==> src/rtl/freq_meas_sequencer.sv <==
// ---------------------------------------------------------------------------
// freq_meas_sequencer
//
// Wishbone master that runs complete measurements on the vernier frequency
// counter. It clears and arms the counter, then polls its control register
// until the counter reports completion. It then reads back the coarse and
// fine counts and presents them to the host. A saturating timeout counter
// forces an abort if the counter never completes. The host can also abort
// a run, and can request continuous back-to-back runs.
//
// Ports
//   clk_i          bus clock, shared with the counter
//   rst_ni         asynchronous active-low reset
//   start_i        start a measurement (only honoured in IDLE)
//   abort_i        cancel the measurement in progress
//   continuous_i   re-arm straight after DONE when high
//   busy_o         high in every state except IDLE
//   valid_o        one-cycle pulse; coarse_o/fine_o carry new results
//   timeout_o      one-cycle pulse in the ABORT cycle of a timeout
//   coarse_o       last coarse count
//   fine_o         last fine count
//   m_*            Wishbone master; single-cycle strobes, ack not used
// ---------------------------------------------------------------------------
module freq_meas_sequencer #(
    parameter int POLL_INTERVAL  = 16,
    parameter int TIMEOUT_CYCLES = 100_000_000,
    parameter int READ_LATENCY   = 1
) (
    input  logic        clk_i,
    input  logic        rst_ni,
    input  logic        start_i,
    input  logic        abort_i,
    input  logic        continuous_i,
    output logic        busy_o,
    output logic        valid_o,
    output logic        timeout_o,
    output logic [31:0] coarse_o,
    output logic [31:0] fine_o,
    output logic [31:0] m_addr_o,
    output logic [31:0] m_dat_o,
    input  logic [31:0] m_dat_i,
    output logic        m_we_o,
    output logic [3:0]  m_sel_o,
    output logic        m_cyc_o,
    output logic        m_stb_o
);

    // Shared down-counter covers both the poll gap and the read latency.
    localparam int               CNT_W     = $clog2(POLL_INTERVAL) + 1;
    localparam logic [CNT_W-1:0] WAIT_LOAD = CNT_W'(POLL_INTERVAL - 1);
    localparam logic [CNT_W-1:0] LAT_LOAD  = CNT_W'(READ_LATENCY - 1);
    localparam logic [CNT_W-1:0] CNT_ONE   = CNT_W'(1);
    localparam logic [32:0]      TMO_LIM   = 33'(TIMEOUT_CYCLES);

    localparam logic [31:0] ADDR_CTRL   = 32'h0000_0008;
    localparam logic [31:0] ADDR_COARSE = 32'h0000_0009;
    localparam logic [31:0] ADDR_FINE   = 32'h0000_000a;

    typedef enum logic [3:0] {
        S_IDLE,
        S_CLR,
        S_ARM,
        S_WAIT,
        S_POLL,
        S_POLL_CAP,
        S_RDC,
        S_RDC_CAP,
        S_RDF,
        S_RDF_CAP,
        S_DONE,
        S_ABORT
    } state_t;

    state_t            r_state;
    state_t            w_next;
    logic              w_next_is_tmo;
    logic [CNT_W-1:0]  r_cnt;
    logic [31:0]       r_tmo;
    logic              r_tmo_flag;
    logic              r_abort_pend;
    logic [31:0]       r_coarse_hold;
    logic [31:0]       r_fine_hold;
    logic [31:0]       r_coarse;
    logic [31:0]       r_fine;

    logic              w_abort;
    logic              w_cnt_zero;
    logic              w_tmo_now;
    logic              w_poll_done;

    function automatic logic [31:0] sat_inc(input logic [31:0] v);
        return (v == 32'hFFFF_FFFF) ? v : v + 32'd1;
    endfunction

    // An abort pulse seen during a read is remembered until the capture ends.
    assign w_abort     = abort_i | r_abort_pend;
    assign w_cnt_zero  = (r_cnt == '0);
    // True when the current counted cycle is the TIMEOUT_CYCLES-th one.
    assign w_tmo_now   = (({1'b0, r_tmo} + 33'd1) >= TMO_LIM);
    assign w_poll_done = !m_dat_i[7] && m_dat_i[0];

    // ---- state register and datapath registers ----
    always_ff @(posedge clk_i or negedge rst_ni) begin
        if (!rst_ni) begin
            r_state       <= S_IDLE;
            r_cnt         <= '0;
            r_tmo         <= '0;
            r_tmo_flag    <= 1'b0;
            r_abort_pend  <= 1'b0;
            r_coarse_hold <= '0;
            r_fine_hold   <= '0;
            r_coarse      <= '0;
            r_fine        <= '0;
        end else begin
            r_state    <= w_next;
            r_tmo_flag <= w_next_is_tmo;

            if (w_next == S_WAIT && r_state != S_WAIT) begin
                r_cnt <= WAIT_LOAD;
            end else if ((w_next == S_POLL_CAP || w_next == S_RDC_CAP ||
                          w_next == S_RDF_CAP) && w_next != r_state) begin
                r_cnt <= LAT_LOAD;
            end else if (!w_cnt_zero) begin
                r_cnt <= r_cnt - CNT_ONE;
            end

            if (r_state == S_ARM) begin
                r_tmo <= '0;
            end else if (r_state == S_WAIT || r_state == S_POLL ||
                         r_state == S_POLL_CAP) begin
                r_tmo <= sat_inc(r_tmo);
            end

            if (r_state == S_IDLE || r_state == S_ABORT) begin
                r_abort_pend <= 1'b0;
            end else if (abort_i) begin
                r_abort_pend <= 1'b1;
            end

            if (r_state == S_RDC_CAP && w_cnt_zero) begin
                r_coarse_hold <= m_dat_i;
            end
            if (r_state == S_RDF_CAP && w_cnt_zero) begin
                r_fine_hold <= m_dat_i;
            end
            if (r_state == S_DONE) begin
                r_coarse <= r_coarse_hold;
                r_fine   <= r_fine_hold;
            end
        end
    end

    // ---- next state and bus outputs ----
    always_comb begin
        w_next        = r_state;
        w_next_is_tmo = 1'b0;
        m_addr_o      = '0;
        m_dat_o       = '0;
        m_we_o        = 1'b0;
        m_sel_o       = 4'h0;
        m_cyc_o       = 1'b0;
        m_stb_o       = 1'b0;

        unique case (r_state)
            S_IDLE: begin
                if (start_i && !abort_i) w_next = S_CLR;
            end
            S_CLR: begin
                m_addr_o = ADDR_CTRL;
                m_dat_o  = 32'h0000_0001;
                m_we_o   = 1'b1;
                w_next   = w_abort ? S_ABORT : S_ARM;
            end
            S_ARM: begin
                m_addr_o = ADDR_CTRL;
                m_dat_o  = 32'h0000_0080;
                m_we_o   = 1'b1;
                w_next   = w_abort ? S_ABORT : S_WAIT;
            end
            S_WAIT: begin
                if (w_abort) begin
                    w_next = S_ABORT;
                end else if (w_tmo_now) begin
                    w_next        = S_ABORT;
                    w_next_is_tmo = 1'b1;
                end else if (w_cnt_zero) begin
                    w_next = S_POLL;
                end
            end
            S_POLL: begin
                m_addr_o = ADDR_CTRL;
                w_next   = S_POLL_CAP;
            end
            S_POLL_CAP: begin
                // A done result in the same capture beats a timeout.
                if (w_cnt_zero) begin
                    if (w_abort) begin
                        w_next = S_ABORT;
                    end else if (w_poll_done) begin
                        w_next = S_RDC;
                    end else if (w_tmo_now) begin
                        w_next        = S_ABORT;
                        w_next_is_tmo = 1'b1;
                    end else begin
                        w_next = S_WAIT;
                    end
                end
            end
            S_RDC: begin
                m_addr_o = ADDR_COARSE;
                w_next   = S_RDC_CAP;
            end
            S_RDC_CAP: begin
                if (w_cnt_zero) w_next = w_abort ? S_ABORT : S_RDF;
            end
            S_RDF: begin
                m_addr_o = ADDR_FINE;
                w_next   = S_RDF_CAP;
            end
            S_RDF_CAP: begin
                if (w_cnt_zero) w_next = w_abort ? S_ABORT : S_DONE;
            end
            S_DONE: begin
                if (w_abort)           w_next = S_ABORT;
                else if (continuous_i) w_next = S_CLR;
                else                   w_next = S_IDLE;
            end
            S_ABORT: begin
                m_addr_o = ADDR_CTRL;
                m_we_o   = 1'b1;
                w_next   = S_IDLE;
            end
            default: w_next = S_IDLE;
        endcase

        // Every issued access is a single strobe with all byte lanes.
        if (r_state == S_CLR || r_state == S_ARM || r_state == S_POLL ||
            r_state == S_RDC || r_state == S_RDF || r_state == S_ABORT) begin
            m_cyc_o = 1'b1;
            m_stb_o = 1'b1;
            m_sel_o = 4'hF;
        end
    end

    assign busy_o    = (r_state != S_IDLE);
    assign valid_o   = (r_state == S_DONE);
    assign timeout_o = (r_state == S_ABORT) && r_tmo_flag;

    // In DONE the result registers are still loading; present the holding
    // registers so valid_o and the new values appear together.
    assign coarse_o  = (r_state == S_DONE) ? r_coarse_hold : r_coarse;
    assign fine_o    = (r_state == S_DONE) ? r_fine_hold   : r_fine;

endmodule

==> config.mk <==
export PLATFORM = sky130hd
export DESIGN_NAME = freq_meas_sequencer
export DESIGN_NICKNAME = d
export VERILOG_FILES = /design/src/rtl/freq_meas_sequencer.sv
export SDC_FILE = /design/constraint.sdc
export NUM_CORES = 1
export LEC_CHECK = 0
export BUFFER_PORTS_ARGS = -buffer_cell sky130_fd_sc_hd__buf_2
export CAP_MARGIN = 20
export CORE_ASPECT_RATIO = 0.9
export CORE_MARGIN = 10
export CORE_UTILIZATION = 40
export CTS_CLUSTER_DIAMETER = 60
export DETAILED_ROUTE_END_ITERATION = 10
export SYNTH_ARGS = -nofsm -noshare
export SYNTH_HDL_FRONTEND = slang
export SYNTH_SLANG_ARGS = --single-unit
==> constraint.sdc <==
create_clock -name clk_i -period 4.6 [get_ports clk_i]
set_input_delay 0.46 -clock clk_i [delete_from_list [all_inputs] [get_ports clk_i]]
set_output_delay 0.46 -clock clk_i [all_outputs]
set_load 0.03 [all_outputs]
==> out/metrics.csv, run 1 <==
metric;value;unit
fmax;0.2864;GHz
min_period;3492;ps
die_width;173.2;um
syn_area_per_cell;11.22;um2
fin_crit_sh;75.91;%
start_util;40.67;%
hp-class;primary input to flop;
ir_drop;0.0004035;V
nets;892;
start_kind;flop;
first_pass_iters;4;
synthFlopType;dfrtp_1;
power_density;589.4;mW/mm2
final_core_util;46.77;%
synth_warnings;0;
drt_iter0_markers;310;
ys_async_sr_fraction;100.0;%
cts_root_buf;clkbuf_16;
overflow;0;
crit_fanout;65;
drt_wl_total;19.58;mm
row_count;50;
tightest_slew;1041;ps
drv_slew;0;
grt_use_total;14.40;%
ys_types;65;
grt_pass1_wl;32.29;mm
mostFrequentLayoutCell;dfrtp_1;
hold_violations;0;
synthToLayoutAreaGrowth;14.99;%
clock_skew;16.98;ps
wl_per_cell;16.97;um
drc_errors;0;
clkTransAtPathRegs;80;ps
grt_max_degree;112;
dr_total_vias;5855;
cap_viol_max_count;0;
cts_tree;yes;
crit_path_max_incr_delay;770;ps
synth_top_area_share;50.66;%
port_buffers;115;
relSlewSlack;30.36;%
drive_gt1_share;35.26;%
yosysSeqAreaShare;50.66;%
antenna_found_initial;7;
final_antenna_net_count;0;
crit_chain;nand2b_1 -> nor2_4 -> buf_4 -> mux2_2 -> buf_2;
coreArea;0.02077;mm2
die_area;0.02734;mm2
setup_violations;0;
dpl.hpwl;13.65;mm
vias_per_cell;5.074;
synth_cells;753;
rsz0062_at_grt;false;
yosysTopAreaCell;dfrtp_1;
insertion_delay;430;ps
die_h;157.9;um
clockBufferDepth;2;
tns;0;ps
cts.sinks;171;
final_cell_mix;dfrtp_1, mux2_2, buf_2;
ys_seq_elements;171;
routabilityCongestion;0.7816;
critPathRequiredTime;4140;ps
worst-path-buf-inv;2;
grt_pass1_vias;5894;
cp_top_family;buffers and inverters;
leakagePower;4.570;nW
critPathKind;flop to output port;
io_pins;175;
synth_edf_count;0;
yosys-top-cells-area;dfrtp_1, mux2_2, buf_4;
slowest_stage;dfrtp_1;
htree_levels;4;
status;finished clean;
numCtsBuffers;17;
worstPathArrival;3030;ps
end_kind;output port;
syn_area;0.008447;mm2
-- path summary, 6_finish.rpt --
kind	startpoint	endpoint	slack, ps	cells past startpoint
min in group asynchronous	rst_ni	r_fine[25]$_DFF_PN0_	420	2
setup reg to reg	r_tmo[0]$_DFFE_PN0P_	r_tmo[13]$_DFFE_PN0P_	1510	8
setup / recovery	r_state[1]$_DFF_PN0_	coarse_o[0]	1110	5
max in group asynchronous	rst_ni	r_fine[7]$_DFF_PN0_	3450	3
hold / removal	m_dat_i[15]	r_fine_hold[15]$_DFFE_PN0P_	270	2
hold reg to reg	r_coarse[21]$_DFF_PN0_	r_coarse[21]$_DFF_PN0_	490	1
-- flip-flops by register name, summed over array words and instances (netlist names) --
register,flops
r_state,4
r_tmo_flag,1
r_tmo,32
r_abort_pend,1
r_cnt,5
r_coarse,32
r_coarse_hold,32
r_fine_hold,32
r_fine,32
-- cell type report --
class	count	area [um2]
Tap cell	286	357.8
Clock buffer	17	425.4
Clock inverter	15	197.7
Antenna cell	3	7.507
Inverter	5	18.77
Sequential cell	171	4279
Fill cell	1972	11060
Timing Repair Buffer	124	671.9
Multi-Input combinational cell	533	3755
-- report_power, final --
| part | switching [mW] | internal, mW |
|---|---|---|
| Sequential | 0.215 | 1.85 |
| Combinational | 1.43 | 0.762 |
| Clock | 0.713 | 0.747 |
-- worst register-to-register path, delay by kind of cell (launching register included) --
family	cells	cell delay, ps
simple gates	4	1060
compound gates	3	1180
flops	1	450
fa+ha+maj	1	260
-- synthesized netlist by cell type, types with 2 or more instances --
| library cell | count |
|---|---|
| dfrtp_1 | 171 |
| mux2_2 | 128 |
| buf_4 | 64 |
| o21ai_0 | 52 |
| nor2_1 | 41 |
| nand2_1 | 37 |
| clkbuf_1 | 26 |
| nand3_1 | 21 |
| a21oi_1 | 19 |
| nand4_1 | 14 |
| nor3_1 | 13 |
| and3_1 | 12 |
| o31ai_1 | 12 |
| nand2b_1 | 10 |
| o21ai_1 | 8 |
| and4_1 | 6 |
| buf_2 | 6 |
| nor2b_1 | 6 |
| or3_1 | 6 |
| xor2_1 | 6 |
| a31oi_1 | 5 |
| and2_0 | 5 |
| buf_1 | 5 |
| inv_1 | 5 |
| nor4_1 | 5 |
| o211ai_1 | 4 |
| o21a_1 | 4 |
| or2_2 | 4 |
| xnor2_1 | 4 |
| and2_1 | 3 |
| ha_1 | 3 |
| nand3_2 | 3 |
| nor4_2 | 3 |
| o41ai_1 | 3 |
| a211o_1 | 2 |
| a21o_1 | 2 |
| a22o_1 | 2 |
| mux2i_1 | 2 |
| nand3b_1 | 2 |
| o2111ai_1 | 2 |
| o22ai_1 | 2 |
| o311ai_0 | 2 |
-- repair_timing --
item                                   4_1_cts  5_1_grt
endpoints found under the hold margin        0       11
hold buffers                                 0        1
setup buffers                                0        0
gates resized for setup                      0        0
-- cells by family (layout without fill, tap and decap cells) --
family          after synthesis  count (layout)  share of synthesized area (%)
other cells                   1              62                        0.04440
simple gates                203             203                          13.32
compound gates              127             127                          9.303
xor+xnor                     10              10                          1.037
flops                       171             171                          50.66
buf+inv                     107             161                          7.777
fa+ha+maj                     4               4                         0.5629
mux                         130             130                          17.30
-- through the flow --
step | instance area (um2) | cells | worst slack (ps) | hold slack (ps) | power, mW
floorplan | 8665 | 811 | 1934 | 164.4 | 3.799
global placement | 9045 | 1117 | 1492 | 474.9 | 4.296
detailed placement | 9045 | 1117 | 1522 | 480.9 | 4.323
CTS | 9668 | 1149 | 1050 | 210.3 | 5.805
global route | 9708 | 1152 | 845.7 | 237.5 | 6.090
finish | 9713 | 1154 | 1108 | 266.2 | 5.725
-- per-layer routing --
layer | global-route usage [%] | routed length, um | vias up
li1 | - | - | 2790
met1 | 19.29 | 8968 | 2870
met2 | 21.04 | 8673 | 179
met3 | 6.097 | 1799 | 12
met4 | 3.568 | 111 | 4
met5 | 0 | 27 | -
Note: power is estimated with default switching activity, not from simulation.
==> run 2, diff against run 1 <==
Clock period 4.6 ns to 3.4 ns, I/O delays scaled along.
==> run 2 against run 1 <==
- the run now ends with negative hold slack left
- critical path depth unchanged
- sequential cell count did not move
- sequential power is 32% higher
- first-iteration DRC count is 24% higher
- combinational power is 45% higher
- hold slack worse by 290 ps
- clock power rose by 26%
- critical path type unchanged
- non-clock buffer count is 10 higher
- highest routed layer unchanged
==> out/metrics.csv, run 2 (synthesis results as in run 1) <==
metric;value;unit
critPathKind;flop to output port;
cts_tree;yes;
slowest_stage;dfrtp_1;
drv_slew;0;
fin_crit_sh;86.62;%
cp_top_family;simple AND/OR/NAND/NOR gates;
grt_use_total;14.29;%
power_density;795.2;mW/mm2
worstPathArrival;2610;ps
nets;902;
hp-class;primary input to asynchronous set/reset pin;
critPathRequiredTime;3060;ps
crit_fanout;20;
final_core_util;46.92;%
drt_iter0_markers;384;
dr_total_vias;5849;
cts.sinks;171;
cts_root_buf;clkbuf_16;
overflow;0;
wl_per_cell;16.85;um
min_period;2945;ps
cts_hold_buffers;0;
die_h;157.9;um
r2r-start;r_tmo[0]$_DFFE_PN0P_;
start_kind;flop;
clkPwrFrac;23.8;%
die_area;0.02734;mm2
synthToLayoutAreaGrowth;15.38;%
comb_power_share;41.0;%
grt_pass1_wl;32.15;mm
grt_max_degree;92;
cap_viol_max_count;0;
clkTransAtPathRegs;70;ps
place_ws;618.5;ps
dpl.hpwl;14.15;mm
coreArea;0.02077;mm2
rsz0062_at_grt;false;
switchingPower;3.123;mW
power.internal;4.627;mW
crit_start;r_state[2]$_DFF_PN0_;
drc_errors;0;
final_antenna_net_count;0;
end_kind;output port;
switching_share;40.29;%
status;finished with violations;
power.share.sequential;35.2;%
fin_ws;455.0;ps
fin_area;0.009746;mm2
htree_levels;4;
cts_setup_buffers;0;
worst-path-buf-inv;2;
tightest_slew;828.9;ps
ir_drop;0.0005721;V
first_pass_iters;4;
fmax;0.3396;GHz
crit_chain;nand2b_1 -> nor2_4 -> buf_12 -> mux2_2 -> buf_2;
clockBufferDepth;2;
hold_violations;19;
vias_per_cell;5.029;
crit_path_max_incr_delay;580;ps
row_count;50;
holdWs;-19.33;ps
violations;negative hold slack;
start_util;40.67;%
cts.repair.resized;0;
numCtsBuffers;17;
die_width;173.2;um
setup_violations;0;
port_buffers;115;
final_cell_mix;dfrtp_1, mux2_2, buf_2;
tns;0;ps
place_area;0.009178;mm2
drive_gt1_share;36.00;%
insertion_delay;430;ps
relSlewSlack;44.74;%
drt_wl_total;19.59;mm
leakagePower;4.599;nW
antenna_found_initial;4;
routabilityCongestion;0.8437;
fillCellCount;1959;
io_pins;175;
mostFrequentLayoutCell;dfrtp_1;
clock_skew;8.970;ps
grt_pass1_vias;6006;
==> run 2: layer usage <==
metal  routed length (um)  track usage (%)
met2                 8876            21.91
met3                 1758            6.144
met4                  146            3.035
met1                 8797            18.45
met5                   13                0
==> run 2: path summary, 6_finish.rpt <==
check                           slack (ps)                            end  cells after the start
worst max-delay path                   450                   coarse_o[22]                      5
max in group asynchronous             2540           r_fine[16]$_DFF_PN0_                      2
min in group clk_i                     160    r_fine_hold[24]$_DFFE_PN0P_                      2
worst min register to register         490         r_coarse[23]$_DFF_PN0_                      1
worst min-delay path                   -20  r_coarse_hold[25]$_DFFE_PN0P_                      1
worst max register to register         590           r_cnt[4]$_DFFE_PN0P_                      9
==> run 2: area by class of cell <==
type / instances / area (um2) / share of cell area (%)
timing repair buffer: 134 / 774.5 / 7.947
tap: 286 / 357.8 / 3.672
multi-input combinational: 533 / 3747 / 38.45
clock inverter: 12 / 106.4 / 1.091
clock buffer: 20 / 456.7 / 4.686
antenna: 2 / 5.005 / 0.05135
inverter: 5 / 18.77 / 0.1926
sequential: 171 / 4279 / 43.91
==> run 2: metrics by stage <==
step | hold WS [ps] | power [mW] | cells
floorplan | 44.41 | 5.140 | 811
global placement | 474.8 | 5.934 | 1129
detailed placement | 477.2 | 5.977 | 1129
CTS | 10.32 | 7.846 | 1161
global route | 43.17 | 8.212 | 1161
finish | -19.33 | 7.750 | 1163
==> run 2: worst register-to-register path, cell delays in order, from the launching register on <==
cell,delay [ps]
dfrtp_1,440
ha_1,250
nand3_2,230
nor4_1,520
nand4_1,180
a21oi_1,230
o211ai_1,160
or2_0,280
o21a_4,240
o21a_1,180
==> run 2: power groups by stage <==
stage / Clock [mW] / Combinational, mW / Sequential [mW]
after floorplan: 0 / 2.46 / 2.68
after global placement: 0 / 3.18 / 2.75
after detailed placement: 0 / 3.21 / 2.77
after CTS: 1.90 / 3.22 / 2.73
after global routing: 1.98 / 3.44 / 2.79
final: 1.84 / 3.18 / 2.73
